**config.mk**
```make
export PLATFORM = sky130hd
export DESIGN_NAME = mix_pipe_acc
export DESIGN_NICKNAME = d
export VERILOG_FILES = /design/src/rtl/mix_pipe_pkg.sv /design/src/rtl/mix_pipe_acc_pipe_stage_reg.sv /design/src/rtl/mix_pipe_acc.sv
export SDC_FILE = /design/constraint.sdc
export NUM_CORES = 1
export LEC_CHECK = 0
export CORE_MARGIN = 2
export CORE_UTILIZATION = 38
export DETAILED_ROUTE_END_ITERATION = 10
export GPL_TIMING_DRIVEN = 0
export PLACE_DENSITY_LB_ADDON = 0.2
export SYNTH_ARGS = -nofsm -noshare
export SYNTH_HDL_FRONTEND = slang
export SYNTH_HIERARCHICAL = 1
export SYNTH_SLANG_ARGS = --single-unit
export TNS_END_PERCENT = 20
```
**constraint.sdc**
```tcl
create_clock -name clk -period 18.3 [get_ports clk]
set_input_delay 4.575 -clock clk [delete_from_list [all_inputs] [get_ports clk]]
set_output_delay 4.575 -clock clk [all_outputs]
set_load 0.02 [all_outputs]
```
**src/rtl/mix_pipe_pkg.sv**
```systemverilog
// Shared types and mixing functions for the mix_pipe_acc datapath.
// Functions work on 64-bit carriers and mask to the requested width.
package mix_pipe_pkg;

  localparam int unsigned DW_MAX = 64;

  typedef enum logic {
    MODE_SHR    = 1'b0,
    MODE_ROTADD = 1'b1
  } mode_e;

  // Widest form of a stage payload; the top narrows data to OUT_W.
  typedef struct packed {
    logic [DW_MAX-1:0] data;
    mode_e             mode;
    logic              acc_en;
  } stage_pl_t;

  function automatic logic [DW_MAX-1:0] width_mask(input int unsigned w);
    if (w >= DW_MAX) return '1;
    return (64'd1 << w) - 64'd1;
  endfunction

  // t0 = a + nx + a, with nx the in_w-bit complement of x
  function automatic logic [DW_MAX-1:0] mix_s1(input logic [DW_MAX-1:0] x,
                                               input int unsigned in_w,
                                               input int unsigned out_w);
    logic [DW_MAX-1:0] a;
    logic [DW_MAX-1:0] nx;
    a  = x & width_mask(in_w);
    nx = ~x & width_mask(in_w);
    return (a + nx + a) & width_mask(out_w);
  endfunction

  // t1 = (t0 * ~t0) ^ t0, complement and product both out_w wide
  function automatic logic [DW_MAX-1:0] mix_s2(input logic [DW_MAX-1:0] t0,
                                               input int unsigned out_w);
    logic [DW_MAX-1:0] m;
    logic [DW_MAX-1:0] nt;
    m  = width_mask(out_w);
    nt = ~t0 & m;
    return ((t0 * nt) ^ t0) & m;
  endfunction

  // t2 = rotate-add or xor-shift depending on mode
  function automatic logic [DW_MAX-1:0] mix_s3(input logic [DW_MAX-1:0] t1,
                                               input mode_e mode,
                                               input int unsigned out_w,
                                               input int unsigned shift,
                                               input int unsigned rot);
    logic [DW_MAX-1:0] m;
    logic [DW_MAX-1:0] v;
    logic [DW_MAX-1:0] r;
    m = width_mask(out_w);
    v = t1 & m;
    if (mode == MODE_ROTADD) begin
      r = ((v << rot) | (v >> (out_w - rot))) & m;
      return (v + r) & m;
    end
    return (v ^ (v >> shift)) & m;
  endfunction

endpackage

```
**src/rtl/mix_pipe_acc_pipe_stage_reg.sv**
```systemverilog
// Valid/ready register slice: loads when empty or when downstream drains.
module pipe_stage_reg #(
  parameter type T = logic
) (
  input  logic clk,
  input  logic rst_n,
  input  logic in_valid,
  output logic in_ready,
  input  T     in_data,
  output logic out_valid,
  input  logic out_ready,
  output T     out_data
);

  logic valid_q;
  logic valid_d;
  T     data_q;
  T     data_d;

  // Advance condition and next-state for the slice; data holds when no new item arrives
  always_comb begin
    in_ready = !valid_q || out_ready;
    valid_d  = valid_q;
    data_d   = data_q;
    if (in_ready) begin
      valid_d = in_valid;
      if (in_valid) data_d = in_data;
    end
  end

  // Slice state register
  always_ff @(posedge clk or negedge rst_n) begin
    if (!rst_n) begin
      valid_q <= 1'b0;
      data_q  <= '0;
    end else begin
      valid_q <= valid_d;
      data_q  <= data_d;
    end
  end

  assign out_valid = valid_q;
  assign out_data  = data_q;

endmodule

```
**src/rtl/mix_pipe_acc.sv**
```systemverilog
// Three-stage pipelined mixing datapath with valid/ready flow control,
// running XOR accumulator and completed-transaction counter.
module mix_pipe_acc
  import mix_pipe_pkg::*;
#(
  parameter int unsigned IN_W  = 4,
  parameter int unsigned OUT_W = 38,
  parameter int unsigned SHIFT = 7,
  parameter int unsigned ROT   = 5,
  parameter int unsigned CNT_W = 16
) (
  input  logic             clk,
  input  logic             rst_n,
  input  logic             in_valid,
  output logic             in_ready,
  input  logic [IN_W-1:0]  input_data,
  input  logic             in_mode,
  input  logic             in_acc_en,
  input  logic             acc_clear,
  output logic             out_valid,
  input  logic             out_ready,
  output logic [OUT_W-1:0] output_data,
  output logic [CNT_W-1:0] txn_count
);

  typedef struct packed {
    logic [OUT_W-1:0] data;
    mode_e            mode;
    logic             acc_en;
  } stage_t;

  stage_t           s1_in;
  stage_t           s1_out;
  stage_t           s2_in;
  stage_t           s2_out;
  logic [OUT_W-1:0] s3_in;
  logic             s1_v;
  logic             s2_v;
  logic             s2_rdy;
  logic             s3_rdy;
  logic             load3;
  logic [OUT_W-1:0] t2;
  logic [OUT_W-1:0] acc_eff;
  logic [OUT_W-1:0] acc_q;
  logic [OUT_W-1:0] acc_d;
  logic [CNT_W-1:0] txn_q;
  logic [CNT_W-1:0] txn_d;

  // Per-stage mixing logic feeding each register slice
  always_comb begin
    s1_in.data   = OUT_W'(mix_s1(64'(input_data), IN_W, OUT_W));
    s1_in.mode   = mode_e'(in_mode);
    s1_in.acc_en = in_acc_en;

    s2_in        = s1_out;
    s2_in.data   = OUT_W'(mix_s2(64'(s1_out.data), OUT_W));

    t2      = OUT_W'(mix_s3(64'(s2_out.data), s2_out.mode, OUT_W, SHIFT, ROT));
    // A clear in the same cycle as a fold wins: the fold sees zero.
    acc_eff = acc_clear ? '0 : acc_q;
    s3_in   = s2_out.acc_en ? (t2 ^ acc_eff) : t2;
    load3   = s2_v && s3_rdy;
  end

  pipe_stage_reg #(.T(stage_t)) u_stage1 (
    .clk       (clk),
    .rst_n     (rst_n),
    .in_valid  (in_valid),
    .in_ready  (in_ready),
    .in_data   (s1_in),
    .out_valid (s1_v),
    .out_ready (s2_rdy),
    .out_data  (s1_out)
  );

  pipe_stage_reg #(.T(stage_t)) u_stage2 (
    .clk       (clk),
    .rst_n     (rst_n),
    .in_valid  (s1_v),
    .in_ready  (s2_rdy),
    .in_data   (s2_in),
    .out_valid (s2_v),
    .out_ready (s3_rdy),
    .out_data  (s2_out)
  );

  // mode/acc_en are consumed at the stage-3 load, so only the result is kept there
  pipe_stage_reg #(.T(logic [OUT_W-1:0])) u_stage3 (
    .clk       (clk),
    .rst_n     (rst_n),
    .in_valid  (s2_v),
    .in_ready  (s3_rdy),
    .in_data   (s3_in),
    .out_valid (out_valid),
    .out_ready (out_ready),
    .out_data  (output_data)
  );

  // Accumulator and transaction counter next-state
  always_comb begin
    acc_d = acc_q;
    if (load3 && s2_out.acc_en) acc_d = s3_in;
    else if (acc_clear)         acc_d = '0;
    txn_d = txn_q;
    if (out_valid && out_ready) txn_d = txn_q + 1'b1;
  end

  // Accumulator and counter registers
  always_ff @(posedge clk or negedge rst_n) begin
    if (!rst_n) begin
      acc_q <= '0;
      txn_q <= '0;
    end else begin
      acc_q <= acc_d;
      txn_q <= txn_d;
    end
  end

  assign txn_count = txn_q;

endmodule

```
# Word level (Yosys, flattened, before mapping)

Cells that the tools add are included.

Output and inout bits: 56
Logic and storage cells: 41
Flip-flop bits (word level): 175

Add/sub/neg operators: 4
Reduce and logical (&&, ||, !) cells: 12
Bitwise gates (word level): 6
Muxes and demuxes: 6
Multiply operators: 1

Operator list:

| cell                  | count |
|---|---|
| $mux 38               | 5 |
| $xor 38x38->38        | 2 |
| $add 38x38->38        | 1 |
| $mul 38x38->38        | 1 |
| $not 38->38           | 1 |
| $or 38x5->38          | 1 |
| $xor 38x31->38        | 1 |
| $add 16x1->16 const B | 1 |
| $add 5x4->6           | 1 |
| $reduce_and 2->1      | 3 |
| $add 4x4->5           | 1 |
| $not 4->4             | 1 |
| $logic_and 1x1->1     | 3 |
| $logic_not 1->1       | 3 |
| $logic_or 1x1->1      | 3 |
| $mux 1                | 1 |

# Logic depth before layout (Yosys ltp)

Depth in word-level cells: 7
Depth in mapped cells: 31

# Hierarchy

The synthesis kept the hierarchy.

By module, submodules not included:

| module                         | area an instance (µm²) | times used | cells an instance |
|---|---|---|---|
| mix_pipe_acc                   | 28458.5                | 1          | 3397 |
| pipe_stage_reg at u_stage1 ... | 1702.9                 | 2          | 88 |
| pipe_stage_reg at u_stage3     | 1551.5                 | 1          | 84 |

# Worst setup path after synthesis

Ideal clock, no wire load.

Kind: in2out
From: in out_ready
To: out in_ready
Cell stages on the path: 3
Data arrival time: 5.053 ns
Data required time: 13.725 ns
Slack: 8.672 ns
Path buffers: 0
Cell sequence: nand2b_4 > nand2b_4 > nand2b_4

Cells in the longest elaborated chain, start to end: 3

Ends and longest elaborated chain:

| what                          | line                              | source |
|---|---|---|
| from (decl)                   | mix_pipe_acc.sv:21                | `input logic out_ready,` |
| $logic_or 1x1->1 (2 in a row) | mix_pipe_acc_pipe_stage_reg.sv:22 | `in_ready = !valid_q \|\| out_ready;` |
| net s2_rdy                    | mix_pipe_acc.sv:39                | `logic s2_rdy;` |
| $logic_or 1x1->1              | mix_pipe_acc_pipe_stage_reg.sv:22 |  |
| to (decl)                     | mix_pipe_acc.sv:15                | `output logic in_ready,` |

The timed path passes the listed nets, and every way through them passes these cells.

==> reports/metrics.csv <==
stage,metric,value,unit
synth,cell area after synthesis,33400,µm²
clocking,clock sink count,175,
global_routing,gr ovfl total,0,
sta,worst slew pin tran,1.24,ns
flow_run,Max-Cap Viols,0,
critical_path,"Arr. time, crit path",11.13,ns
critical_path,Buf/Inv on CP,11,
die,Starting Density,38.4,%
clocking,clock transition at the registers of the reported paths,0.08,ns
synth,prevailing post-synth register cell,dfrtp_1,
clocking,CTS tree,built,
sta,crit path time final,10.74,ns
drt,drt first pass iters,5,
synth,Seq cells post-synth,175,
global_routing,largest net degree at the start of global routing,93,
die,Ports,67,
clocking,CTS resizes,0,
sta,final number of setup-violating endpoints,0,
cells_and_area,Post-layout nets,4600,
critical_path,CP max stage delay,0.79,ns
sta,max-slew violation count,0,
die,Die W,301,µm
drt,via count,25300,
cells_and_area,"commonest non-fill, non-tap cell in the layout",inv_1,
synth,register area share after synthesis,13.1,%
placed_design,GPL Wtd Cong,0.966,
clocking,htree depth,4,
clocking,Setup Buffers After CTS,0,
cells_and_area,most frequent cells in the layout,"inv_1 (721), fa_1 (577), nor2_1 (406), nand2_1 (314), ha_1 (238)",
cells_and_area,share of cells above drive strength 1,5.31,%
synth,asr flop ratio synth,100,%
drt,Post-Route WL,112000,µm
run_status,outcome,"complete, no violations",
synth,number of flops mapped to enable cells by yosys,0,
placed_design,Placed Cells,4910,
critical_path,top cell family by delay on the critical path,adder cells,
die,Die Y-Extent,301,µm
drt,WL per Instance,22.6,µm
cells_and_area,area grow syn2layout,8.48,%
critical_path,Critical Path Fanout Max,10,
clocking,Root Driver,clkbuf_16,
critical_path,Critical Path RT,18.69,ns
synth,Yosys cell types,76,
placed_design,buffers added on ports,66,
min_path,Min-Delay Path Class,reg -> reg,
cells_and_area,diode count,0,
sta,TNS Setup,0,ns
placed_design,Final HPWL DP,89500,µm
critical_path,Slowest cell on crit path,clkbuf_1,
drt,drt drc,0,
die,area of the die,90300,µm²
drt,ANT nets after route,0,
drt,Vias/cell,5.13,
sta,crit share post-route,58.7,%
global_routing,initial antenna violation count,3,
synth,syn_area_per_cell,9.14,µm²
critical_path,crit start category,flip-flop,
clocking,total CTS buffers,17,
clocking,worst skew pair latency,0.50,ns
clocking,"Hold-fix buffers, CTS",0,
drt,Iter 0 DRT Violations,1854,
critical_path,Crit Path Class,reg -> reg,
die,Rows,108,
sta,setup ws final,7.56,ns
die,total core area,87000,µm²
global_routing,first-pass GRT wire length,171000,µm
sta,worst hold slack,0.483,ns
sta,Max Fclk,0.0931,GHz
placed_design,pre-CTS WS,7.55,ns
cells_and_area,Finished Layout Cells,4942,
clocking,Clock Tree Buf Depth,2,
global_routing,GRT Util Overall,25.7,%
global_routing,vias in the first global route,26500,
sta,Hold Fails Final Rpt,0,
sta,Clock Skew,0.0163,ns
sta,slew margin rel.,17.1,%
sta,RSZ-0062 raised after global routing,no,
critical_path,CP endpoint kind,flip-flop,
cells_and_area,# fillers,8865,
synth,Mapped Cells,3657,
synth,yosys warns,6,
[flip-flops by register name, summed over array words and instances, names as in the netlist]
name                flops
u_stage2/out_data      40
u_stage3/out_valid      1
u_stage3/out_data      38
u_stage2/out_valid      1
txn_count              16
u_stage1/out_data      40
u_stage1/out_valid      1
acc_q                  38
[layer usage]
layer / part of all wire [%] / track usage (%) / vias to the layer above
li1: - / - / 11300
met1: 41 / 33.5 / 12900
met2: 47 / 42.4 / 920
met3: 6.4 / 4.15 / 240
met4: 5.0 / 10.9 / 0
met5: 0 / 0 / -
[cell usage after synthesis, types with 10 or more instances]
master,number,area share (%)
a211oi_1,15,0.34
a21o_1,48,1.1
a21oi_1,73,1.1
a31oi_1,18,0.34
and2_1,11,0.21
and3_1,16,0.30
buf_1,37,0.42
buf_6,10,0.34
clkbuf_1,145,1.6
dfrtp_1,175,13
fa_1,577,35
ha_1,238,8.9
inv_1,721,8.1
mux2_2,19,0.64
mux2_4,100,4.5
nand2_1,314,3.5
nand2b_1,91,1.7
nand3_1,29,0.43
nand3b_1,15,0.34
nand4_1,18,0.34
nor2_1,406,4.6
nor2b_1,99,1.9
nor3_1,20,0.30
o21ai_0,44,0.66
or3_1,14,0.26
xnor2_1,183,4.8
xor2_1,78,2.0
[worst paths after layout]
kind,start,end,slack [ns],cells past startpoint
max,u_stage1/out_data[5],u_stage2/out_data[39],7.56,30
min,txn_count[15],txn_count[15],0.48,1
max reg2reg,u_stage1/out_data[5],u_stage2/out_data[39],7.56,30
min reg2reg,txn_count[15],txn_count[15],0.48,1
max in group asynchronous,rst_n,txn_count[13],13.30,2
min in group asynchronous,rst_n,u_stage3/out_data[37],4.10,1
[metrics by stage]
stage | cell area [µm²] | utilization (%)
6_report | 36200 | 41.7
5_1_grt | 36200 | 41.7
4_1_cts | 36200 | 41.7
3_5_place_dp | 35700 | 41.0
3_3_place_gp | 35600 | 41.0
2_1_floorplan | 33500 | -
[area by class of cell]
cell class	instances	area, µm²	area share (%)
Inverter	728	2730	7.54
Multi-Input combinational cell	2584	25600	70.5
Tap cell	1155	1450	3.99
Timing Repair Buffer	67	693	1.91
Sequential cell	175	4380	12.1
Buffer	201	861	2.37
Clock buffer	17	425	1.17
Clock inverter	15	154	0.425
[kinds of logic (layout without fill, tap and decap cells)]
kind of cell             count (synthesis)  in the layout  synth area share (%)
AO/OA/AOI/OAI                          278            278                  5.65
AND/OR/NAND/NOR                       1072           1072                  14.8
XOR/XNOR                               261            261                  6.84
multiplexers                           126            126                  5.38
other                                    1             32                0.0112
flip-flops                             175            175                  13.1
buffers and inverters                  929           1028                  10.8
adder cells (fa/ha/maj)                815            815                  43.5
Power is not shown: default switching activity piles up to over one toggle a cycle in this logic, so the estimate is an artifact.
